**src/rtl/wb_arbiter_pkg.sv**
```systemverilog
// Shared constants and helpers for the write-back path and the issue-side hazard check.
package wb_arbiter_pkg;

    localparam int REG_ZERO = 0;

    // Index width for a table of n entries; never below one bit.
    function automatic int addr_width(input int n);
        return (n > 1) ? $clog2(n) : 1;
    endfunction

endpackage

```
**src/rtl/wb_arbiter_rr_arbiter.sv**
```systemverilog
// Round-robin arbiter: one-hot grant plus encoded index, priority rotates past the winner.
// Latency: grant is combinational from req and the registered pointer.
// Backpressure: a grant means consumption; losers simply wait, the pointer only moves on a grant.
module rr_arbiter
    import wb_arbiter_pkg::*;
#(
    parameter  int N  = 4,
    localparam int PW = addr_width(N)
) (
    input  logic          clk,
    input  logic          rst_n,
    input  logic [N-1:0]  req,
    output logic [N-1:0]  gnt,
    output logic [PW-1:0] gnt_idx,
    output logic          gnt_vld
);

    logic [PW-1:0] ptr;

    always_comb begin
        int c;
        c       = 0;
        gnt     = '0;
        gnt_idx = '0;
        gnt_vld = 1'b0;
        for (int k = 0; k < N; k++) begin
            c = int'(ptr) + k;
            if (c >= N) c = c - N;
            if (!gnt_vld && req[c]) begin
                gnt[c]  = 1'b1;
                gnt_idx = PW'(c);
                gnt_vld = 1'b1;
            end
        end
    end

    always_ff @(posedge clk or negedge rst_n) begin
        if (!rst_n) begin
            ptr <= '0;
        end else if (gnt_vld) begin
            ptr <= (gnt_idx == PW'(N - 1)) ? '0 : gnt_idx + 1'b1;
        end
    end

endmodule

```
**src/rtl/wb_arbiter.sv**
```systemverilog
// Write-back arbiter for the single regfile write port plus per-register busy scoreboard.
// Latency: grant in cycle N, rf_we/rf_waddr/rf_wdata registered for N+1; busy clears at end of N.
// Backpressure: req_ready is a combinational one-hot grant; ungranted requesters hold their request.
module wb_arbiter
    import wb_arbiter_pkg::*;
#(
    parameter  int WIDTH = 16,
    parameter  int DEPTH = 64,
    parameter  int NREQ  = 4,
    localparam int AW    = addr_width(DEPTH),
    localparam int PW    = addr_width(NREQ)
) (
    input  logic                  clk,
    input  logic                  rst_n,
    input  logic [NREQ-1:0]       req_valid,
    input  logic [NREQ*AW-1:0]    req_reg,
    input  logic [NREQ*WIDTH-1:0] req_data,
    output logic [NREQ-1:0]       req_ready,
    input  logic                  claim_valid,
    input  logic [AW-1:0]         claim_reg,
    output logic [DEPTH-1:0]      busy,
    output logic                  rf_we,
    output logic [AW-1:0]         rf_waddr,
    output logic [WIDTH-1:0]      rf_wdata
);

    logic [AW-1:0]    reg_a  [NREQ];
    logic [WIDTH-1:0] data_a [NREQ];
    logic [PW-1:0]    gnt_idx;
    logic             gnt_vld;
    logic [AW-1:0]    sel_reg;
    logic [WIDTH-1:0] sel_data;
    logic [DEPTH-1:0] busy_nxt;

    for (genvar i = 0; i < NREQ; i++) begin : g_unpack
        assign reg_a[i]  = req_reg[i*AW +: AW];
        assign data_a[i] = req_data[i*WIDTH +: WIDTH];
    end

    rr_arbiter #(.N(NREQ)) u_rr (
        .clk     (clk),
        .rst_n   (rst_n),
        .req     (req_valid),
        .gnt     (req_ready),
        .gnt_idx (gnt_idx),
        .gnt_vld (gnt_vld)
    );

    assign sel_reg  = reg_a[gnt_idx];
    assign sel_data = data_a[gnt_idx];

    // Claim is applied after the clear: a new producer supersedes the one writing back now.
    always_comb begin
        busy_nxt = busy;
        if (gnt_vld) busy_nxt[sel_reg] = 1'b0;
        if (claim_valid) busy_nxt[claim_reg] = 1'b1;
        busy_nxt[REG_ZERO] = 1'b0;
    end

    always_ff @(posedge clk or negedge rst_n) begin
        if (!rst_n) begin
            busy <= '0;
        end else begin
            busy <= busy_nxt;
        end
    end

    // Writes to the zero register are consumed but never reach the regfile.
    always_ff @(posedge clk or negedge rst_n) begin
        if (!rst_n) begin
            rf_we    <= 1'b0;
            rf_waddr <= '0;
            rf_wdata <= '0;
        end else begin
            rf_we <= gnt_vld && (sel_reg != AW'(REG_ZERO));
            if (gnt_vld) begin
                rf_waddr <= sel_reg;
                rf_wdata <= sel_data;
            end
        end
    end

endmodule

```
**config.mk**
```make
export PLATFORM = sky130hd
export DESIGN_NAME = wb_arbiter
export DESIGN_NICKNAME = d
export VERILOG_FILES = /design/src/rtl/wb_arbiter_pkg.sv /design/src/rtl/wb_arbiter_rr_arbiter.sv /design/src/rtl/wb_arbiter.sv
export SDC_FILE = /design/constraint.sdc
export NUM_CORES = 1
export LEC_CHECK = 0
export BUFFER_PORTS_ARGS = -buffer_cell sky130_fd_sc_hd__buf_2
export CAP_MARGIN = 0
export CORE_MARGIN = 1.5
export CORE_UTILIZATION = 56
export DETAILED_ROUTE_END_ITERATION = 7
export GPL_ROUTABILITY_DRIVEN = 0
export PLACE_DENSITY = 0.87
export SYNTH_ARGS = -nofsm -noshare
export SYNTH_HDL_FRONTEND = slang
export SYNTH_SLANG_ARGS = --single-unit
```
**constraint.sdc**
```tcl
create_clock -name clk -period 7.7 [get_ports clk]
set_clock_uncertainty 0.2 [all_clocks]
set_input_delay 0.385 -clock clk [delete_from_list [all_inputs] [get_ports clk]]
set_output_delay 0.385 -clock clk [all_outputs]
set_load 0.03 [all_outputs]
```
# After elaboration in Yosys (flattened, before gate mapping)
# Index checks and enable logic that the tools add are counted.
# word_totals
regBits	88
latchBits	0
ram_bits	0
romBits	0
input_bits	101
out_inout_bits	91
elab_cells	101
memories	0
# classes
add_sub_neg	8
n_mul	0
n_div	0
n_lt_le_gt_ge	17
eq_ne	1
shift	0
n_mux	49
bitwise_logic	7
reduce_logical	14
# ops
operator	count
greater-or-equal comparator 32 x 1 -> 1 bit, second input constant	4
< comparator 32 x 4 -> 1 bit, second input constant	4
two-way mux 32 bit	4
two-way mux 64 bit	2
greater-or-equal comparator 32 x 4 -> 1 bit, second input constant	3
subtractor 32 x 4 -> 32 bit, second input constant	3
AND 64 bit	1
inverter 64 bit	1
bitwise OR 64 bit	1
binary-select mux 16 bit (select 2 bit)	1
two-way mux 16 bit	2
two-way mux 1 bit	18
two-way mux 4 bit	4
< comparator 6 x 7 -> 1 bit, second input constant	2
binary-select mux 6 bit (select 2 bit)	1
demux 1 bit (select 6 bit)	2
greater-or-equal comparator 6 x 1 -> 1 bit, second input constant	2
two-way mux 6 bit	2
bitwise OR 4 bit	3
logical AND 1 bit	10
two-way mux 2 bit	5
binary-select mux 1 bit (select 2 bit)	4
demux 1 bit (select 2 bit)	4
adder 2 x 2 -> 3 bit, second input constant	2
other kinds (9)	11

# Longest topological paths before layout
# logic_depth
ltp_word	28
depth_mapped	14

# Cells and area by module
# From an unflattened synthesis, not the netlist that was laid out.
# unflattened
hier_cells	444
area_unflattened_um2	4805.9
# modules_own_cells
module	n_inst	cells_each	area_per_inst_um2	seq_area_each_um2
wb_arbiter	1	387	4240.3	2152.1
rr_arbiter	1	57	565.5	50.0

# Worst setup path after synthesis
# Ideal clock, no wire load.
# synth_path
path_kind	reg2reg
startpoint	reg u_rr.ptr[0]
endpoint	reg busy[26]
setup_time_ps	126
t_arrival_ps	3337
t_required_ps	7374
setup_slack_ps	4037
stages_incl_launch_ff	12
n_path_buf	2
period_less_slack_ps	3663
cell_sequence	dfrtp_1 -> buf_6 -> inv_1 -> ha_1 -> buf_2 -> mux4_2 -> nor2b_4 -> o21ai_2 -> nand2_1 -> mux4_2 -> o21bai_2 -> a221o_1
# synth_via
elab_chain_len	28
# synth_rtl
item	line	text
start, declared	wb_arbiter_rr_arbiter.sv:18	logic [PW-1:0] ptr;
start signal, assigned	wb_arbiter_rr_arbiter.sv:41	ptr <= (gnt_idx == PW'(N - 1)) ? '0 : gnt_idx + 1'b1;
parallel branches: the longest is 25 deep, another holds subtractor 32 x 4 -> 32 bit	-	
two-way mux 64 bit *	wb_arbiter.sv:55	if (gnt_vld) busy_nxt[sel_reg] = 1'b0;
bitwise OR 64 bit (no line)	-	
two-way mux 64 bit *	wb_arbiter.sv:56	if (claim_valid) busy_nxt[claim_reg] = 1'b1;
via busy_nxt[26]	wb_arbiter.sv:33	logic [DEPTH-1:0] busy_nxt;
end signal, assigned	wb_arbiter.sv:64	busy <= busy_nxt;
end, declared	wb_arbiter.sv:21	output logic [DEPTH-1:0] busy,
# Mark *: on every way through the listed nets, which the timed path passes. The select of a mux whose other input is x is not followed.
# A chain may end at the register's enable or synchronous reset.

# Worst setup path after layout
# layout_path
startpoint	reg u_rr.ptr[0]
endpoint	reg busy[46]
# The elaborated chain is that of the path after synthesis.

==> metrics.md <==
| Metric | Value |
|---|---|
| Worst setup timing slack at the placement stage | 2.30 ns |
| Part of the total power dissipated in combinational logic | 0.674 |
| Residual antenna-violating net count after detailed routing | 0 |
| Synth async-reset ratio | 1.00 |
| Gates resized, CTS repair | 0 |
| Clock slew at the register clock pins of the worst setup and hold paths | 0.11 ns |
| Tcrit/Tclk final | 0.711 |
| Total routed wirelength | 18.3 mm |
| Unique masters post-synth | 68 |
| Category of the most critical setup path | flop to flop |
| Dominant cell type by area after synthesis | sky130_fd_sc_hd__dfrtp_1 |
| CP arrival | 5.55 ns |
| Drt pass-1 iters | 6 |
| Share of power burned in the clock network | 0.097 |
| Area added between synthesis and finish | 17.2% |
| Final critical-path required period | 5.47 ns |
| Number of buffers added on ports | 190 |
| Placeable core region | about 10000 µm² |
| Crit end category | flop |
| Switching power summed over all nets | approximately 1700 µW |
| Fraction of layout cells with a size suffix above 1 | 0.297 |
| Filler instances | 843 |
| Clock root buffer | sky130_fd_sc_hd__clkbuf_8 |
| Via count of the first global-routing pass | 6093 |
| Failing checks | hold timing |
| CP startpoint kind | flop |
| CTS Hold Buffers Added | 0 |
| Total track usage | 0.325 |
| Total half-perimeter wirelength after legalization and detailed placement | 12.8 mm |
| Most area-consuming cells after synthesis | sky130_fd_sc_hd__dfrtp_1 (37%), sky130_fd_sc_hd__nand2_1 (9.3%), sky130_fd_sc_hd__a21oi_1 (3.6%) |
| Power density of the placed cells | 461 nW/µm² |
| Transition time at the pin with the least slew margin | 1.33 ns |
| Post-Place Cells | 956 |
| Routed via count divided by cell count | 6.52 |
| Flip-flop and latch count after synthesis | between 80 and 90 |
| Total Nets Final | 940 |
| Number of enable flip-flop cells after synthesis | 0 |
| Post-CTS Setup Inserts | 0 |
| Initial core utilization | 0.578 |
| Worst setup slack after layout | 2.23 ns |
| Number of nets produced by synthesis | 794 |
| Count of pins on the block boundary | 192 |
| Final std cells w/o fill | 972 |
| Die span in x | 106 µm |
| Aggregate negative setup slack | 0 ns |
| Pleak | 0.00325 µW |
| Clock tree buffer depth | 2 |
| Number of H-tree levels | 3 |
| Pin count of the biggest net entering global routing | 89 |
| Outcome | finished with violations |
| Syn Std Cell Area | 5970 µm² |
| Multi-input combinational cell area | 3430 µm² |
| Headroom to the max-slew limit | 0.111 |
| Combined flip-flop and latch cell area | 2200 µm² |
| Upper clock frequency limit | between 0.15 and 0.2 GHz |
| Via count | 6342 |
| Worst ir drop on vdd | roughly 0.26 mV |
| Internal Pwr Total | 1500 µW |
| Num Clock Sinks | between 80 and 90 |
| Area of the die | 11300 µm² |
| Count of inserted antenna diode cells | 0 |
| RSZ-0062 raised after global routing | false |
| Switching Fraction | 0.535 |
| Final non-filler cell area | between 7000 and 8000 µm² |
| Drt initial violations | 877 |
| Total cell area at the placement stage | 6820 µm² |
| Most common flop cell mapped by yosys | sky130_fd_sc_hd__dfrtp_1 |
| Final slew viol count | 0 |
| DRC violation count after routing | 0 |
| Wire length of the first global-routing pass | 29.2 mm |
| YS warnings | 0 |
| Chip height | around 110 µm |
| Final hold viol count | 12 |
| Sequential area share after synthesis | 0.369 |
| Mean instance size in the synthesized netlist | 8.72 µm² |
| Fin Hold WS | -0.0368 ns |
| Clk_lat worst skew | 0.37 ns |
| Average routed wire per standard cell | approximately 19 µm |
| Worst-path fanout max | 48 |
| TritonCTS clock tree | built |
| Cell count after synthesis | approximately 700 |
| Finish-stage setup viols | 0 |
| Required time at the endpoint of the critical path | 7.77 ns |
| Number of antenna violations at the first check in global routing | 1 |
| Cell Rows | 37 |
| Hold WC Path Type | input port to asynchronous set/reset pin |
| Number of buffers added by the clock tree synthesis step | 9 |
| Number of max-cap violations | 0 |
| Fraction of post-synthesis cell area in the top cell type by area | 0.369 |
| Congestion Overflow GR | 0 |
| Register share of total power | 0.228 |
## power by group through the flow
| stage | logic [µW] | registers, µW | clock network (µW) |
|---|---|---|---|
| 3_3_place_gp | 2070 | 735 | 0 |
| 6_report | 2180 | 737 | 314 |
| 5_1_grt | 2340 | 755 | 334 |
| 4_1_cts | 2140 | 735 | 313 |
| 3_5_place_dp | 2140 | 741 | 0 |
| 2_1_floorplan | 1430 | 997 | 0 |
## registers in the layout, indices dropped and copies added, names as in the netlist
name,cells
u_rr.ptr,2
rf_waddr,6
rf_we,1
busy,63
rf_wdata,16
## layer usage
layer  part of all wire  routed length (µm)  global-route usage
met5                  0                   0                   0
met1               0.39                7040               0.417
met4              0.038                 702               0.141
met3               0.11                1930              0.0717
met2               0.47                8610               0.529
## path summary, 6_finish.rpt
kind,cells past startpoint,from,slack (ns),end
max,9,u_rr.ptr[0],2.23,busy[46]
min,1,rst_n,-0.04,rf_wdata[1]
max reg2reg,9,u_rr.ptr[0],2.23,busy[46]
min reg2reg,2,rf_wdata[2],0.28,rf_wdata[2]
max in group asynchronous,1,rst_n,6.58,rf_we
min in group clk,4,req_data[61],0.18,rf_wdata[13]
## per-stage QoR
step | util | total power (µW)
after CTS | 0.678 | 3190
after global routing | 0.678 | 3430
final | 0.678 | 3230
after global placement | 0.660 | 2810
after detailed placement | 0.660 | 2880
after floorplan | - | 2430
## worst max-delay path, cell delays in order, from the launching register on
cell                       delay [ns]
sky130_fd_sc_hd__dfrtp_1         0.80
sky130_fd_sc_hd__inv_1           0.29
sky130_fd_sc_hd__ha_1            0.61
sky130_fd_sc_hd__mux4_2          0.67
sky130_fd_sc_hd__nor2b_4         0.23
sky130_fd_sc_hd__o21ai_2         0.20
sky130_fd_sc_hd__and2_2          0.62
sky130_fd_sc_hd__o31ai_4         1.00
sky130_fd_sc_hd__o21bai_2        0.30
sky130_fd_sc_hd__a221o_1         0.44
## cells in the final DEF (no fill, tap or decap), drive strengths merged, types with 5 or more instances in the layout
cell type / Yosys / routed
a22oi: 7 / 7
a221oi: 6 / 6
ha: 8 / 8
inv: 9 / 13
a211oi: 7 / 7
mux4: 7 / 7
nand2b: 10 / 10
a21oi: 43 / 43
nor3: 6 / 6
o41ai: 13 / 13
a21o: 13 / 13
nand3b: 5 / 5
o31ai: 18 / 18
nand2: 149 / 149
dfrtp: 88 / 88
a31oi: 24 / 24
nor2b: 19 / 19
o21ai: 17 / 17
a22o: 12 / 12
nand3: 5 / 5
o211ai: 5 / 5
and3: 34 / 34
buf: 28 / 194
a221o: 20 / 20
nand4: 7 / 7
mux2i: 12 / 12
nor3b: 6 / 6
nor2: 39 / 39
clkbuf: 31 / 9
mux2: 5 / 5
## Yosys cell counts, drive strengths merged, types with 2 or more instances
| library cell | n |
|---|---|
| a211oi | 7 |
| o21bai | 4 |
| o21ai | 17 |
| o32ai | 2 |
| a31oi | 24 |
| nor2 | 39 |
| a21oi | 43 |
| dfrtp | 88 |
| o211ai | 5 |
| nand3 | 5 |
| a221oi | 6 |
| nor3b | 6 |
| ha | 8 |
| a22o | 12 |
| nor2b | 19 |
| nor4 | 2 |
| buf | 28 |
| nand2b | 10 |
| mux2 | 5 |
| o41ai | 13 |
| mux2i | 12 |
| a221o | 20 |
| nand4 | 7 |
| mux4 | 7 |
| o31ai | 18 |
| and3 | 34 |
| and2 | 2 |
| clkbuf | 31 |
| a22oi | 7 |
| nor3 | 6 |
| nand3b | 5 |
| a21o | 13 |
| o211a | 3 |
| or3 | 3 |
| and3b | 3 |
| inv | 9 |
| nand2 | 149 |
## layout make-up
| class | count | share of cell area |
|---|---|---|
| multi-input combinational | 529 | 0.490 |
| sequential | 88 | 0.315 |
| timing repair buffer | 194 | 0.140 |
| tap | 136 | 0.0243 |
| clock buffer | 9 | 0.0177 |
| clock inverter | 7 | 0.00858 |
| inverter | 9 | 0.00482 |
## kinds of logic (layout without fill, tap and decap cells)
| family | Yosys count | after routing | share of synthesized area |
|---|---|---|---|
| other | 1 | 1 | 0.000628 |
| AO/OA/AOI/OAI | 203 | 203 | 0.267 |
| adder cells (fa/ha/maj) | 8 | 8 | 0.0168 |
| multiplexers | 24 | 24 | 0.0559 |
| buffers and inverters | 68 | 219 | 0.0585 |
| XOR/XNOR | 1 | 1 | 0.00147 |
| AND/OR/NAND/NOR | 292 | 292 | 0.231 |
| flip-flops | 88 | 88 | 0.369 |
Note: power is estimated with default switching activity, not from simulation.
